## src/rtl/pitch_cv_glide.sv

```systemverilog
// Pitch CV conditioner: captures the CV on each sample strobe and slews the output toward it.
// The slew rate comes from a rate CV. A deadband ignores small jitter, and hold freezes the output.
module pitch_cv_glide #(
   parameter int W          = 16,
   parameter int DEADBAND   = 16,
   parameter int STEP_SHIFT = 4
) (
   input  logic                clk,
   input  logic                rst,
   input  logic                sample_clk,
   input  logic signed [W-1:0] cv_in,
   input  logic signed [W-1:0] rate_in,
   input  logic                hold,
   output logic signed [W-1:0] cv_out,
   output logic                slewing
);

   typedef enum logic [1:0] {
      S_IDLE = 2'd0,
      S_SLEW = 2'd1,
      S_HOLD = 2'd2
   } state_t;

   localparam logic [W:0] DB = (W+1)'(DEADBAND);

   state_t              r_state;
   logic                r_sclk_q;
   logic                r_v1;
   logic                r_v2;
   logic signed [W-1:0] r_cv_cap;
   logic [7:0]          r_code;
   logic signed [W-1:0] r_tgt2;
   logic                r_neg;
   logic [W:0]          r_abs;
   logic [W-1:0]        r_step;
   logic                r_bypass;
   logic                r_exceed;
   logic signed [W-1:0] r_target;
   logic signed [W-1:0] r_cv_out;
   logic                r_slewing;

   logic                w_tick;
   logic                w_accept;
   logic [7:0]          w_code;
   logic signed [W:0]   w_diff;
   logic [W:0]          w_abs;
   logic [W-1:0]        w_step;
   logic                w_move;
   logic                w_snap;
   logic signed [W-1:0] w_tgt_next;
   logic signed [W-1:0] w_stepped;
   logic signed [W-1:0] w_out_next;
   logic                w_settled;

   // A tick is only taken when the two-stage pipeline is empty and hold is low.
   assign w_tick   = sample_clk & ~r_sclk_q;
   assign w_accept = w_tick & ~r_v1 & ~r_v2 & ~hold;
   assign w_code   = rate_in[W-1] ? 8'd0 : rate_in[W-2:W-9];

   // Stage 2: distance to the captured CV and the step size.
   // The W+1 width keeps a full-scale swing from overflowing.
   assign w_diff = {r_cv_cap[W-1], r_cv_cap} - {r_cv_out[W-1], r_cv_out};
   assign w_abs  = w_diff[W] ? (~w_diff + (W+1)'(1)) : w_diff;
   assign w_step = ({{(W-8){1'b0}}, r_code} + W'(1)) << STEP_SHIFT;

   // Stage 3: IDLE only moves when the deadband was exceeded; SLEW always chases the new CV.
   assign w_move     = (r_state == S_SLEW) | r_exceed;
   assign w_snap     = r_bypass | (r_abs <= {1'b0, r_step});
   assign w_tgt_next = w_move ? r_tgt2 : r_target;
   assign w_stepped  = r_neg ? (r_cv_out - r_step) : (r_cv_out + r_step);
   assign w_out_next = !w_move ? r_cv_out : (w_snap ? r_tgt2 : w_stepped);
   assign w_settled  = (w_out_next == w_tgt_next);

   always_ff @(posedge clk) begin
      if (!rst) begin
         r_state   <= S_IDLE;
         r_sclk_q  <= 1'b0;
         r_v1      <= 1'b0;
         r_v2      <= 1'b0;
         r_cv_cap  <= '0;
         r_code    <= '0;
         r_tgt2    <= '0;
         r_neg     <= 1'b0;
         r_abs     <= '0;
         r_step    <= '0;
         r_bypass  <= 1'b0;
         r_exceed  <= 1'b0;
         r_target  <= '0;
         r_cv_out  <= '0;
         r_slewing <= 1'b0;
      end else begin
         r_sclk_q <= sample_clk;
         if (hold) begin
            r_state   <= S_HOLD;
            r_slewing <= 1'b0;
            r_v1      <= 1'b0;
            r_v2      <= 1'b0;
         end else begin
            r_v1 <= w_accept;
            r_v2 <= r_v1;
            if (r_state == S_HOLD)
               r_state <= S_IDLE;
            if (r_v2 && w_move) begin
               r_target  <= w_tgt_next;
               r_cv_out  <= w_out_next;
               r_state   <= w_settled ? S_IDLE : S_SLEW;
               r_slewing <= ~w_settled;
            end
         end
         if (w_accept) begin
            r_cv_cap <= cv_in;
            r_code   <= w_code;
         end
         if (r_v1) begin
            r_tgt2   <= r_cv_cap;
            r_neg    <= w_diff[W];
            r_abs    <= w_abs;
            r_step   <= w_step;
            r_bypass <= (r_code == 8'hFF);
            r_exceed <= (w_abs > DB);
         end
      end
   end

   assign cv_out  = r_cv_out;
   assign slewing = r_slewing;

endmodule

```

## config.mk

```make
export PLATFORM = sky130hd
export DESIGN_NAME = pitch_cv_glide
export DESIGN_NICKNAME = d
export VERILOG_FILES = /design/src/rtl/pitch_cv_glide.sv
export SDC_FILE = /design/constraint.sdc
export NUM_CORES = 1
export LEC_CHECK = 0
export BUFFER_PORTS_ARGS = -buffer_cell sky130_fd_sc_hd__clkbuf_2
export CORE_ASPECT_RATIO = 0.7
export CORE_MARGIN = 4
export CORE_UTILIZATION = 60
export CTS_CLUSTER_DIAMETER = 60
export CTS_CLUSTER_SIZE = 16
export DETAILED_ROUTE_END_ITERATION = 7
export PLACE_DENSITY = 0.8
export SYNTH_ARGS = -nofsm -noshare
export SYNTH_HDL_FRONTEND = slang
export SYNTH_SLANG_ARGS = --single-unit
```

## constraint.sdc

```tcl
create_clock -name clk -period 6.75 [get_ports clk]
set_input_delay 1.35 -clock clk [delete_from_list [all_inputs] [get_ports clk]]
set_output_delay 1.35 -clock clk [all_outputs]
set_load 0.01 [all_outputs]
```

==> flow_summary.json <==
{
  "synthAdderAreaFrac_pct": 8.72,
  "critical-path-top-delay-family": "compound AO/OA/AOI/OAI gates",
  "gp_congestion": 1.01,
  "synthSimpleGateAreaFrac_pct": 20.8,
  "grt_start_max_net_pins": 83,
  "slowest_delay_ns": 0.67,
  "drtPass1Iterations": 5,
  "cp_slowest_cell": "a2111oi_0",
  "slew_viol_final": 0,
  "clkLatencyLatePin_ns": 0.35,
  "reg2reg_depth": 15,
  "rows": 30,
  "async_flop_share_pct": 0,
  "ir_drop_mv": 0.137,
  "use_met1_pct": 39.9,
  "grt_pass1_wl_mm": 26.7,
  "power_frac_seq_pct": 34.6,
  "rsz0062_at_grt": "false",
  "status": "finished clean",
  "grt-ovfl-total": 0,
  "p_sw_uw": 573,
  "min_path_cells": 2,
  "min_period_ns": 4.02,
  "worstSetupEndpointType": "flip-flop",
  "cap_violations": 0,
  "power_density_nw_per_um2": 244,
  "p_total_uw": 1620,
  "synth_edf_count": 0,
  "synth_cells": 757,
  "worstSetupPathType": "flip-flop to flip-flop",
  "core_sq_um": 9760,
  "via_per_inst": 6.19,
  "tns_ns": 0,
  "clkTransAtPathRegs_ns": 0.07,
  "clock_power_share_pct": 33.6,
  "drtIter0Drc": 534,
  "met2_usage_pct": 45.1,
  "yosysSeqAreaShare_pct": 29.7,
  "path_max_fanout": 10,
  "avgSynthCellArea_sq_um": 8.00,
  "fin_crit_sh_pct": 59.6,
  "routed_wl_mm": 16.5,
  "regToRegSetupSlack_ns": 2.73,
  "slew_headroom_pct": 32.7,
  "worst-path-buf-inv": 1,
  "final_area_sq_um": 6640,
  "final_common_cell": "dfxtp_1",
  "vias": 5630,
  "internal-power_uw": 1040,
  "cp.required_ns": 6.97,
  "fin_skew_ns": 0.00766,
  "holdBufCountCts": 0,
  "synth_area_sq_um": 6060,
  "yosys_warnings": 0,
  "synth_nets": 834,
  "finalSetupViolations": 0,
  "holdCritPathClass": "flip-flop to flip-flop",
  "fin_util_pct": 68.0,
  "post-cts-setup-buffers": 0,
  "synth_mux_area_share_pct": 4.46,
  "cts_root_buf": "clkbuf_16",
  "grt_antenna_before_repair": 0,
  "place_hpwl_mm": 12.3,
  "grt_most_used_layer": "met2",
  "htreeDepth": 3,
  "die-area_sq_um": 11800,
  "clk_path_buf_depth": 2,
  "layout_common_cells": "dfxtp_1 (89), nor2_1 (80), nand2_1 (69), a21oi_1 (56), clkbuf_2 (45)",
  "final_nets": 853,
  "worst_ep_arrival_time_ns": 4.24,
  "io_pins": 53,
  "start_kind": "flip-flop",
  "hold_slack_ns": 0.470,
  "synth-xor-area-share_pct": 7.89,
  "die_h_um": 92.1,
  "grtUsageMet3_pct": 5.65,
  "place_area_sq_um": 6320,
  "post_cts_resized": 0,
  "synth_top_family_by_area": "compound AO/OA/AOI/OAI gates",
  "grt_pass1_vias": 5257,
  "avgRoutedWirePerCell_um": 18.2,
  "gr-usage-all-layers_pct": 28.3,
  "hold_violations": 0,
  "worst-path-stages": 15,
  "cts_tree": "built",
  "ys_ff_latch": 90,
  "die_x_um": 128,
  "power.leakage_uw": 0.00257,
  "p_comb_share_pct": 31.8,
  "cts_buffers": 9,
  "path_cells": "inv_1, ha_1, nand3_1, nor2_1, nor2_1, xnor2_1, ha_1, nor3_1, a21o_1, a2111oi_0, nand4_1, a2111oi_0, nand4_1, o31ai_1, a21oi_1",
  "switching_share_pct": 35.4,
  "ys.flop_type": "dfxtp_1",
  "max_slew.worst_pin.slew_ns": 1.01,
  "portBuffers": 45,
  "cts_sinks": 90,
  "fmax_mhz": 248,
  "diodes": 0,
  "layout-drive-gt1-share_pct": 11.0,
  "drc_errors": 0,
  "postRouteAntennaNets": 0,
  "area_growth_pct": 9.61,
  "synth_compound_area_share_pct": 23.3,
  "start_util_pct": 62.1,
  "synth.distinct_cells": 65
}
[cell families after synthesis]
group                    Yosys count
buffers and inverters             81
adder cells (fa/ha/maj)           41
flip-flops                        90
XOR/XNOR                          52
AND/OR/NAND/NOR                  256
multiplexers                      27
AO/OA/AOI/OAI                    210
[layout make-up]
| cell class | instances | area, sq um |
|---|---|---|
| Inverter | 40 | 150 |
| Sequential cell | 90 | 1800 |
| Clock buffer | 9 | 225 |
| Timing Repair Buffer | 49 | 255 |
| Tap cell | 128 | 160 |
| Clock inverter | 7 | 95.1 |
| Multi-Input combinational cell | 586 | 3950 |
| Fill cell | 822 | 3120 |
[power by group through the flow]
stage	Sequential [uW]	Clock [uW]	Combinational, uW
floorplan	566	0	391
global placement	572	0	483
detailed placement	572	0	497
CTS	560	550	503
global route	562	571	560
finish	560	544	514
[state kept, by name, summed over array words and instances (netlist names)]
name      cells
r_neg         1
r_exceed      1
r_v1          1
slewing       1
r_code        8
r_bypass      1
r_step        8
r_cv_cap     16
r_v2          1
r_abs        17
cv_out       16
r_state       2
r_sclk_q      1
r_tgt2       16
[synth_stat cells, drive strengths merged, types with 3 or more instances]
library cell | n | area share, %
a31oi | 9 | 0.93
xor2 | 25 | 3.7
xnor2 | 26 | 3.8
inv | 39 | 2.4
nand2b | 8 | 0.83
o21a | 12 | 1.5
o22ai | 4 | 0.41
o21bai | 3 | 0.37
or3 | 4 | 0.41
o31ai | 4 | 0.50
and2 | 6 | 0.62
a2111oi | 4 | 0.58
nor3 | 15 | 1.2
nand3 | 14 | 1.2
a21oi | 58 | 5.0
clkbuf | 36 | 2.3
and4 | 3 | 0.43
nand4 | 8 | 0.83
buf | 5 | 0.37
o2111ai | 4 | 0.58
a21o | 14 | 1.7
nor4 | 10 | 1.2
or2 | 9 | 0.93
nor2b | 10 | 1.2
o211ai | 17 | 2.4
dfxtp | 90 | 30
a211oi | 33 | 4.1
nor2 | 80 | 5.0
nand3b | 10 | 1.2
nand2 | 69 | 4.3
o21ai | 31 | 2.6
nor4b | 3 | 0.43
o211a | 5 | 0.83
mux2i | 27 | 4.5
ha | 39 | 8.1
and3 | 4 | 0.52
[worst paths after layout]
| kind | endpoint | start |
|---|---|---|
| setup / recovery | r_state[0]$_SDFFE_PP0P_ | r_step[4]$_SDFFE_PN0P_ |
| hold / removal | r_abs[7]$_SDFFE_PN0P_ | r_abs[7]$_SDFFE_PN0P_ |
| setup reg to reg | r_state[0]$_SDFFE_PP0P_ | r_step[4]$_SDFFE_PN0P_ |
| hold reg to reg | r_abs[7]$_SDFFE_PN0P_ | r_abs[7]$_SDFFE_PN0P_ |
[through the flow]
| step | setup WS [ns] | std cells |
|---|---|---|
| 2_1_floorplan | 3.62 | 757 |
| 3_3_place_gp | 3.00 | 893 |
| 3_5_place_dp | 2.92 | 893 |
| 4_1_cts | 2.81 | 909 |
| 5_1_grt | 2.55 | 909 |
| 6_report | 2.73 | 909 |
[tightest hold or removal path: cells and delay by family (launching register included)]
family          cells  cell delay, ns
flops               1            0.32
compound gates      1            0.05
simple gates        1            0.05
[layer usage]
metal | wire length (um) | vias up
li1 | - | 2752
met1 | 7450 | 2653
met2 | 7480 | 207
met3 | 1450 | 18
met4 | 153 | 0
met5 | 0 | -
No activity file was read; power rests on OpenSTA's default activity.
